==> src/rtl/date_calendar_counter.sv <==
// Day/month/year calendar stage of the digital clock.
// Keeps a Gregorian date (with leap years) in binary registers, advances it on
// the day-rollover pulse, accepts validated date loads and presents BCD digits
// for the 7-segment decoders.
module date_calendar_counter #(
    parameter int unsigned YEAR_MIN  = 2000,
    parameter int unsigned YEAR_MAX  = 2099,
    parameter int unsigned RST_DAY   = 1,
    parameter int unsigned RST_MONTH = 1,
    parameter int unsigned RST_YEAR  = 2000
) (
    input  logic        built_in_clk,
    input  logic        glob_rst,
    input  logic        day_tick,
    input  logic        load_en,
    input  logic [4:0]  load_day,
    input  logic [3:0]  load_month,
    input  logic [13:0] load_year,
    output logic [7:0]  day_bcd,
    output logic [7:0]  month_bcd,
    output logic [15:0] year_bcd,
    output logic        new_year,
    output logic        load_err
);

    localparam logic [13:0] Y_MIN = 14'(YEAR_MIN);
    localparam logic [13:0] Y_MAX = 14'(YEAR_MAX);
    localparam logic [4:0]  R_DAY = 5'(RST_DAY);
    localparam logic [3:0]  R_MON = 4'(RST_MONTH);
    localparam logic [13:0] R_YR  = 14'(RST_YEAR);

    logic [4:0]  day;
    logic [3:0]  month;
    logic [13:0] year;

    logic [4:0]  cur_dim;
    logic [4:0]  load_dim;
    logic        load_ok;
    logic        date_bad;
    logic        month_end;

    // Double-dabble binary to 4-digit BCD.
    function automatic logic [15:0] bin2bcd(input logic [13:0] bin);
        logic [15:0] bcd;
        bcd = '0;
        for (int unsigned i = 0; i < 14; i++) begin
            for (int unsigned d = 0; d < 4; d++) begin
                if (bcd[4*d +: 4] >= 4'd5)
                    bcd[4*d +: 4] = bcd[4*d +: 4] + 4'd3;
            end
            bcd = {bcd[14:0], bin[13 - i]};
        end
        return bcd;
    endfunction

    // Leap test from the BCD digits: a century year is leap when its
    // hundreds count (10*thousands + hundreds) is a multiple of 4, and
    // 10*th + h == 2*th + h (mod 4); other years only need y % 4 == 0.
    function automatic logic is_leap(input logic [13:0] y);
        logic [15:0] bcd;
        logic [1:0]  cent_mod4;
        bcd       = bin2bcd(y);
        cent_mod4 = bcd[9:8] + {bcd[12], 1'b0};
        if (bcd[7:0] != 8'h00)
            return (y[1:0] == 2'b00);
        return (cent_mod4 == 2'b00);
    endfunction

    function automatic logic [4:0] days_in_month(input logic [3:0] m, input logic [13:0] y);
        logic [4:0] n;
        case (m)
            4'd4, 4'd6, 4'd9, 4'd11: n = 5'd30;
            4'd2:                    n = is_leap(y) ? 5'd29 : 5'd28;
            default:                 n = 5'd31;
        endcase
        return n;
    endfunction

    // Month lengths, load validation and end-of-month detection.
    // An out-of-range month or a zero day is forced down the end-of-month
    // path so a corrupted date re-enters the legal range on the next tick.
    always_comb begin
        cur_dim   = days_in_month(month, year);
        load_dim  = days_in_month(load_month, load_year);
        load_ok   = (load_month >= 4'd1) && (load_month <= 4'd12) &&
                    (load_day != 5'd0) && (load_day <= load_dim) &&
                    (load_year >= Y_MIN) && (load_year <= Y_MAX);
        date_bad  = (month == 4'd0) || (month > 4'd12) || (day == 5'd0);
        month_end = date_bad || (day >= cur_dim);
    end

    // Date registers and event pulses; priority reset > load > tick.
    always_ff @(posedge built_in_clk) begin
        new_year <= 1'b0;
        load_err <= 1'b0;
        if (glob_rst) begin
            day   <= R_DAY;
            month <= R_MON;
            year  <= R_YR;
        end else if (load_en) begin
            if (load_ok) begin
                day   <= load_day;
                month <= load_month;
                year  <= load_year;
            end else begin
                load_err <= 1'b1;
            end
        end else if (day_tick) begin
            if (!month_end) begin
                day <= day + 5'd1;
            end else begin
                day <= 5'd1;
                if (month < 4'd12) begin
                    month <= month + 4'd1;
                end else begin
                    month    <= 4'd1;
                    new_year <= 1'b1;
                    year     <= ((year >= Y_MAX) || (year < Y_MIN)) ? Y_MIN : year + 14'd1;
                end
            end
        end
    end

    // BCD digits for the display decoders.
    always_comb begin
        day_bcd   = 8'(bin2bcd({9'd0, day}));
        month_bcd = 8'(bin2bcd({10'd0, month}));
        year_bcd  = bin2bcd(year);
    end

endmodule

==> config.mk <==
export PLATFORM = sky130hd
export DESIGN_NAME = date_calendar_counter
export DESIGN_NICKNAME = d
export VERILOG_FILES = /design/src/rtl/date_calendar_counter.sv
export SDC_FILE = /design/constraint.sdc
export NUM_CORES = 1
export LEC_CHECK = 0
export CORE_ASPECT_RATIO = 0.9
export CORE_UTILIZATION = 50
export CTS_CLUSTER_SIZE = 20
export DETAILED_ROUTE_END_ITERATION = 6
export GPL_ROUTABILITY_DRIVEN = 0
export PLACE_DENSITY_LB_ADDON = 0.1
export SLEW_MARGIN = 20
export SYNTH_ARGS = -nofsm -noshare
export SYNTH_HDL_FRONTEND = slang
export SYNTH_SLANG_ARGS = --single-unit
==> constraint.sdc <==
create_clock -name built_in_clk -period 34.9 [get_ports built_in_clk]
set_clock_uncertainty 0.05 [all_clocks]
set_input_delay 3.49 -clock built_in_clk [delete_from_list [all_inputs] [get_ports built_in_clk]]
set_output_delay 3.49 -clock built_in_clk [all_outputs]
set_load 0.01 [all_outputs]
==> results.toml, run 1 <==
[status]
status = "completed"

[clock_network]
cts_tree = "yes"
holdBufCountCts = 0
cts_setup_buffers = 0
cts-root-buf = "clkbuf_16"
cts.clk_slew.worst_paths_ns = 0.07
cts_buffers = 3
max-clock-path-buffers = 2
ctsResizeCount = 0
clock_latency_ns = 0.26
clock-sinks = 25
htree_levels = 1

[final_layout]
finish.utilization_pct = 55.4
fillCellCount = 1714
fin_area_um2 = 9850
final_common_cell = "nor2_1"
layout_common_cells = "nor2_1 (105), ha_1 (97), inv_1 (92)"
nets = 1424
num_antenna_cells = 0
drive_gt1_share_pct = 7.01
area_growth_pct = 7.69

[synthesis]
syn_area_um2 = 9150
synth-seq-area-share_pct = 5.47
avgSynthCellArea_um2 = 7.10
synth-edff-count = 0
yosysWarnings = 0
netlist_instances = 1288
ys_ff_latch = 25
synth_flop_cell = "dfxtp_1"
synth_cell_types = 114
async_reset_ff_share_pct = 0

[sta]
finalSetupViolCount = 0
rsz0062_at_grt = "false"
period_needed_ns = 17.58
slew_headroom_pct = 28.4
worst_slew_pin_slew_ns = 1.07
hold_viol_final = 0
finalCritPeriodShare_pct = 50.4
fmax_mhz = 56.9
tns_ns = 0
worst_slack_ns = 17.32
maxSlewViolCount = 0

[critical_path]
crit_type = "flop to output port"
endpoint_kind = "output port"
max_stage_delay_ns = 0.51
crit_slowest_cell = "a211oi_1"
critPathLaunchType = "flop"
path_buf_inv = 8
cp_top_family = "simple AND/OR/NAND/NOR gates"
cp_data_required_time_ns = 31.36
cp_common_cell = "ha_1"
worstPathArrival_ns = 14.04
critPathMaxFanout = 10

[global_route]
grt_pass1_wl_mm = 40.3
antenna_found_initial = 0
use_met1_pct = 41.4
grt_max_degree = 27
grtUsageMet3_pct = 1.98
gr-usage-met2_pct = 37.1
grt_overflow_total = 0
grt-busiest-layer = "met1"
grt_usage_pct = 25.6
grt_pass1_vias = 8270

[floorplan]
die_y_um = 130
io_pins = 61
start_util_pct = 51.4
die-area_um2 = 18800
core-area_um2 = 17800
die_w_um = 145
rows = 46

[route]
drc = 0
detail_route.wl_per_cell_um = 15.8
drt-initial-drc-count = 855
firstDrtPassIters = 5
post_drt_via_cell_ratio = 6.28
postRouteAntennaNets = 0
wl_mm = 24.2
num_vias = 9658

[place]
port_buffers = 55
post-dp-hpwl_mm = 19.3
dp_slack_ns = 17.91
place_area_um2 = 9770

[worst_hold_path]
holdCritPathClass = "flop to flop"

[run]
drv_cap = 0
## final cells by class
type / instances / area [um2] / area share, %
sequential: 25 / 500 / 5.08
timing repair buffer: 60 / 588 / 5.97
multi-input combinational: 1112 / 8020 / 81.4
tap: 240 / 300 / 3.05
clock buffer: 4 / 78.8 / 0.800
inverter: 98 / 368 / 3.73
## cells in the mapped netlist (7+ instances only)
| master | n | share of area [%] |
|---|---|---|
| buf_4 | 9 | 0.74 |
| clkbuf_1 | 36 | 1.5 |
| a221oi_1 | 9 | 0.86 |
| and2_1 | 16 | 1.1 |
| a21o_1 | 13 | 1.1 |
| nor2b_1 | 27 | 1.8 |
| o2111ai_1 | 12 | 1.1 |
| a211oi_1 | 26 | 2.1 |
| and4_1 | 7 | 0.67 |
| ha_1 | 97 | 13 |
| a21boi_0 | 10 | 0.82 |
| a32oi_1 | 7 | 0.67 |
| a211o_1 | 16 | 1.5 |
| mux2_2 | 19 | 2.3 |
| nand2b_1 | 31 | 2.1 |
| mux2i_1 | 39 | 4.3 |
| nand2_1 | 80 | 3.3 |
| o211ai_1 | 22 | 1.8 |
| or2_2 | 8 | 0.55 |
| xnor2_1 | 31 | 3.0 |
| o31ai_1 | 19 | 1.6 |
| nor4_1 | 15 | 1.0 |
| or3_1 | 10 | 0.68 |
| inv_1 | 92 | 3.8 |
| o211a_1 | 10 | 1.1 |
| nor3_1 | 44 | 2.4 |
| a32o_1 | 7 | 0.77 |
| a31oi_1 | 16 | 1.1 |
| and3_1 | 16 | 1.1 |
| nand3_1 | 49 | 2.7 |
| dfxtp_1 | 25 | 5.5 |
| nand4_1 | 18 | 1.2 |
| o21a_1 | 11 | 0.90 |
| o21ai_0 | 74 | 4.0 |
| a21oi_1 | 81 | 4.4 |
| nor2_1 | 105 | 4.3 |
| buf_2 | 8 | 0.44 |
## registers in the layout, indices dropped and copies added, names as in the netlist
register / cells
year: 14
new_year: 1
month: 4
day: 5
load_err: 1
## worst paths after layout
check | start | end | slack, ns | depth (start not counted)
setup / recovery | year[12] | year_bcd[6] | 17.32 | 62
hold / removal | year[7] | year[7] | 0.56 | 2
setup reg to reg | year[12] | year[3] | 18.65 | 72
hold reg to reg | year[7] | year[7] | 0.56 | 2
## kinds of logic after synthesis
| kind of cell | after synthesis | synth area share (%) |
|---|---|---|
| adder cells (fa/ha/maj) | 98 | 13.4 |
| AND/OR/NAND/NOR | 469 | 27.3 |
| flip-flops | 25 | 5.47 |
| multiplexers | 63 | 7.47 |
| XOR/XNOR | 38 | 3.80 |
| AO/OA/AOI/OAI | 439 | 35.5 |
| buffers and inverters | 155 | 7.09 |
| other | 1 | 0.0410 |
## worst register-to-register path: cells and delay by family (launching register included)
| family | cells | cell delay, ns |
|---|---|---|
| flops | 1 | 0.46 |
| buf+inv | 7 | 0.81 |
| compound gates | 17 | 3.88 |
| xor+xnor | 6 | 2.07 |
| fa+ha+maj | 12 | 2.78 |
| simple gates | 28 | 5.56 |
| mux | 2 | 0.49 |
## metrics by stage
stage	hold slack, ns	instances
after floorplan	0.473	1292
after global placement	0.512	1535
after CTS	0.549	1539
after detailed placement	0.519	1535
final	0.558	1539
after global routing	0.594	1539
## metal layers
layer	part of all wire (%)	vias up	routed length (um)
met4	0.57	0	138
met1	54	4455	13200
li1	-	4902	-
met5	0	-	0
met2	40	291	9590
met3	5.5	10	1340
Power of run 1 is not shown: default switching activity piles up to over one toggle a cycle in this logic, so the estimate is an artifact.
==> run 2, diff against run 1 <==
clock period = 15.8 ns   (was 34.9 ns; I/O delays follow)
==> run 2 against run 1 <==
Global-route usage down 0.90 points; worst hold slack worse by 0.021 ns; flip-flop and latch count unchanged; register-to-register slack worse by 17 ns; critical path type is now primary input to flop; critical endpoint is now year[1].
==> results.toml, run 2 (synthesized netlist as in run 1, its figures left out) <==
[status]
status = "completed"

[global_route]
grt_max_degree = 27
grt_overflow_total = 0
grt_usage_pct = 24.7
grt_pass1_wl_mm = 38.9
antenna_found_initial = 0
grt_pass1_vias = 7947

[final_layout]
layout_common_cells = "nor2_1 (103), ha_1 (97), inv_1 (92)"
layout.cells.non_filler = 1538
largest_register = "year"
largest_register_ffs = 14
multiInputGateArea_um2 = 8110
regArea_um2 = 500
area_growth_pct = 8.66
nets = 1423
top_regs = "year: 14 flops, day: 5 flops, month: 4 flops"
fillCellCount = 1686
num_antenna_cells = 0
drive_gt1_share_pct = 8.17
final_common_cell = "nor2_1"

[route]
drc = 0
num_vias = 9711
wl_mm = 24.5
postRouteAntennaNets = 0
post_drt_via_cell_ratio = 6.31
detail_route.wl_per_cell_um = 15.9
drt-initial-drc-count = 645
firstDrtPassIters = 5

[place]
port_buffers = 55
dp.cells = 1533
post-dp-hpwl_mm = 19.2

[clock_network]
clock_latency_ns = 0.26
cts_tree = "yes"
holdBufCountCts = 0
cts.clk_slew.worst_paths_ns = 0.07
cts_buffers = 3
max-clock-path-buffers = 2
cts-root-buf = "clkbuf_16"
htree_levels = 1
clock-sinks = 25

[sta]
tns_ns = 0
period_needed_ns = 14.80
fmax_mhz = 67.6
hold_viol_final = 0
rsz0062_at_grt = "false"
holdWs_ns = 0.537
finalCritPeriodShare_pct = 93.6
finalSetupViolCount = 0
worst_slew_pin_slew_ns = 1.12
maxSlewViolCount = 0
slew_headroom_pct = 24.5

[floorplan]
core-area_um2 = 17800
rows = 46
die-area_um2 = 18800
start_util_pct = 51.4
die_w_um = 145
die_y_um = 130
io_pins = 61

[critical_path]
crit_type = "primary input to flop"
path_buf_inv = 6
max_stage_delay_ns = 0.66
cp_top_family = "compound AO/OA/AOI/OAI gates"
cp_common_cell = "ha_1"
critPathMaxFanout = 15
crit_slowest_cell = "a311oi_1"
cp_data_required_time_ns = 15.85
critPathLaunchType = "primary input"
worstPathArrival_ns = 14.85
endpoint_kind = "flop"

[worst_hold_path]
holdCritPathClass = "flop to flop"

[run]
drv_cap = 0
run 2: final cells by class:
class,instances,share of cell area [%]
clock buffer,4,0.793
timing repair buffer,59,5.84
multi-input combinational,1112,81.6
sequential,25,5.04
tap,240,3.02
inverter,98,3.70
run 2: tightest hold or removal path, stage by stage, from the launching register on:
cell and delay (ns):
dfxtp_1 0.35, nor2_1 0.12, o21bai_1 0.07
run 2: worst paths after layout:
kind | start | to | slack [ns] | cells past startpoint
worst min register to register | year[7] | year[7] | 0.54 | 2
worst max-delay path | load_year[12] | year[1] | 1.00 | 51
worst min-delay path | year[7] | year[7] | 0.54 | 2
worst max register to register | year[12] | year[1] | 1.21 | 74
run 2: timing repair:
| action | in CTS | in global routing |
|---|---|---|
| endpoints found under the setup margin | 0 | 33 |
| buffers inserted | 0 | 1 |
| endpoints found under the hold margin | 0 | 0 |
| gates resized for setup | 0 | 20 |
run 2: stage by stage:
step	setup WS, ns	util, %	instance area, um2
final	1.00	55.9	9940
after global routing	0.0136	55.9	9940
after CTS	0.319	55.3	9840
after detailed placement	0.438	54.9	9760
after global placement	0.853	54.9	9760
after floorplan	2.35	-	9160
run 2: per-layer routing:
layer | part of all wire, % | GRT usage [%]
met1 | 54 | 40.9
met2 | 39 | 34.6
met3 | 5.5 | 1.54
met4 | 0.65 | 2.60
met5 | 0 | 0
Power of run 2 is left out for the same reason.
==> run 3, diff against run 2 <==
CORE_UTILIZATION = 55   (was 50)
==> run 3 against run 2 <==
Worst hold slack gained 0.031 ns; sequential share of layout area is essentially flat; first-iteration DRC count grew 28%; largest cell class unchanged; via count grew 0.94%; highest routed layer unchanged; flip-flop and latch count is the same; final cell count shrank 2.0%; register-to-register slack lost 0.09 ns; critical path depth grew 3.
==> results.toml, run 3 (synthesized netlist as in run 1, its figures left out) <==
[route]
num_vias = 9802
drt-initial-drc-count = 826
detail_route.wl_per_cell_um = 16.3
drc = 0
wl_mm = 24.5
post_drt_via_cell_ratio = 6.50
firstDrtPassIters = 5
postRouteAntennaNets = 0

[global_route]
grt_pass1_vias = 8050
grt_usage_pct = 27.3
grt_overflow_total = 0
antenna_found_initial = 0
grt_pass1_wl_mm = 39.6
grt_max_degree = 27

[critical_path]
crit_slowest_cell = "clkdlybuf4s50_1"
endpoint_kind = "flop"
max_stage_delay_ns = 0.62
cp_data_required_time_ns = 15.86
crit_type = "primary input to flop"
cp_common_cell = "ha_1"
worstPathArrival_ns = 14.77
critPathMaxFanout = 15
critPathLaunchType = "primary input"

[place]
port_buffers = 55
post-dp-hpwl_mm = 19.1

[final_layout]
drive_gt1_share_pct = 8.38
final_common_cell = "nor2_1"
largest_register_ffs = 14
area_growth_pct = 8.28
multiInputGateArea_um2 = 8100
layout_common_cells = "nor2_1 (103), ha_1 (96), inv_1 (92)"
nets = 1425
fillCellCount = 1572
num_antenna_cells = 0
regArea_um2 = 500
largest_register = "year"
top_regs = "year: 14 flops, day: 5 flops, month: 4 flops"

[sta]
period_needed_ns = 14.71
tns_ns = 0
finalCritPeriodShare_pct = 93.1
hold_viol_final = 0
slew_headroom_pct = 36.0
finalSetupViolCount = 0
fmax_mhz = 68.0
maxSlewViolCount = 0
worst_slew_pin_slew_ns = 0.947

[clock_network]
holdBufCountCts = 0
clock-sinks = 25
cts_buffers = 3
cts-root-buf = "clkbuf_16"
cts.clk_slew.worst_paths_ns = 0.07
htree_levels = 1
cts_tree = "yes"
max-clock-path-buffers = 2
clock_latency_ns = 0.26

[floorplan]
core-area_um2 = 16200
io_pins = 61
die_w_um = 138
die-area_um2 = 17200
rows = 44
die_y_um = 124
start_util_pct = 56.5

[run]
drv_cap = 0

[status]
status = "completed"

[worst_hold_path]
holdCritPathClass = "flop to flop"
## run 3: final timing paths
path                       from  endpoint  slack, ns  cells past startpoint
hold / removal         year[13]  year[13]       0.57                      2
hold reg to reg        year[13]  year[13]       0.57                      2
setup / recovery  load_year[12]  year[11]       1.09                     54
setup reg to reg       year[12]   year[6]       1.12                     74
## run 3: layout make-up
| type | count | share of cell area (%) |
|---|---|---|
| well taps | 207 | 2.61 |
| clock inverters | 1 | 0.0758 |
| inverters | 98 | 3.71 |
| flip-flops and latches | 25 | 5.05 |
| multi-input cells | 1112 | 81.8 |
| repair buffers | 61 | 6.01 |
| clock buffers | 3 | 0.758 |
## run 3: metrics by stage
stage                     cells  hold WS (ns)  utilization [%]  setup slack, ns  instance area, um2
after floorplan            1292         0.473                -             2.35                9160
after global placement     1502         0.505             60.1             1.05                9730
after detailed placement   1502         0.516             60.1            0.343                9730
after CTS                  1506         0.560             60.6            0.182                9810
after global routing       1507         0.584             61.2         -0.00635                9900
final                      1507         0.569             61.2             1.09                9900
## run 3: routing by layer
| metal | global-route usage, % | wire (um) | up-vias | part of all wire [%] |
|---|---|---|---|---|
| met3 | 1.87 | 1610 | 16 | 6.6 |
| met5 | 0 | 0 | - | 0 |
| li1 | - | - | 4926 | - |
| met1 | 46.6 | 13100 | 4518 | 54 |
| met2 | 37.0 | 9640 | 342 | 39 |
| met4 | 2.17 | 125 | 0 | 0.51 |
## run 3: repair_timing
action	in CTS	in global routing
gates resized for setup	0	18
endpoints found under the setup margin	0	34
setup buffers	0	1
## run 3: critical path, delay by kind of cell
| family | cells | cell delay [ns] |
|---|---|---|
| adders and majority gates | 10 | 2.51 |
| AOI/OAI and AO/OA | 20 | 5.51 |
| buffers and inverters | 6 | 1.01 |
| muxes | 3 | 0.94 |
| and+or+nand+nor | 15 | 3.20 |
Power of run 3 is left out for the same reason.
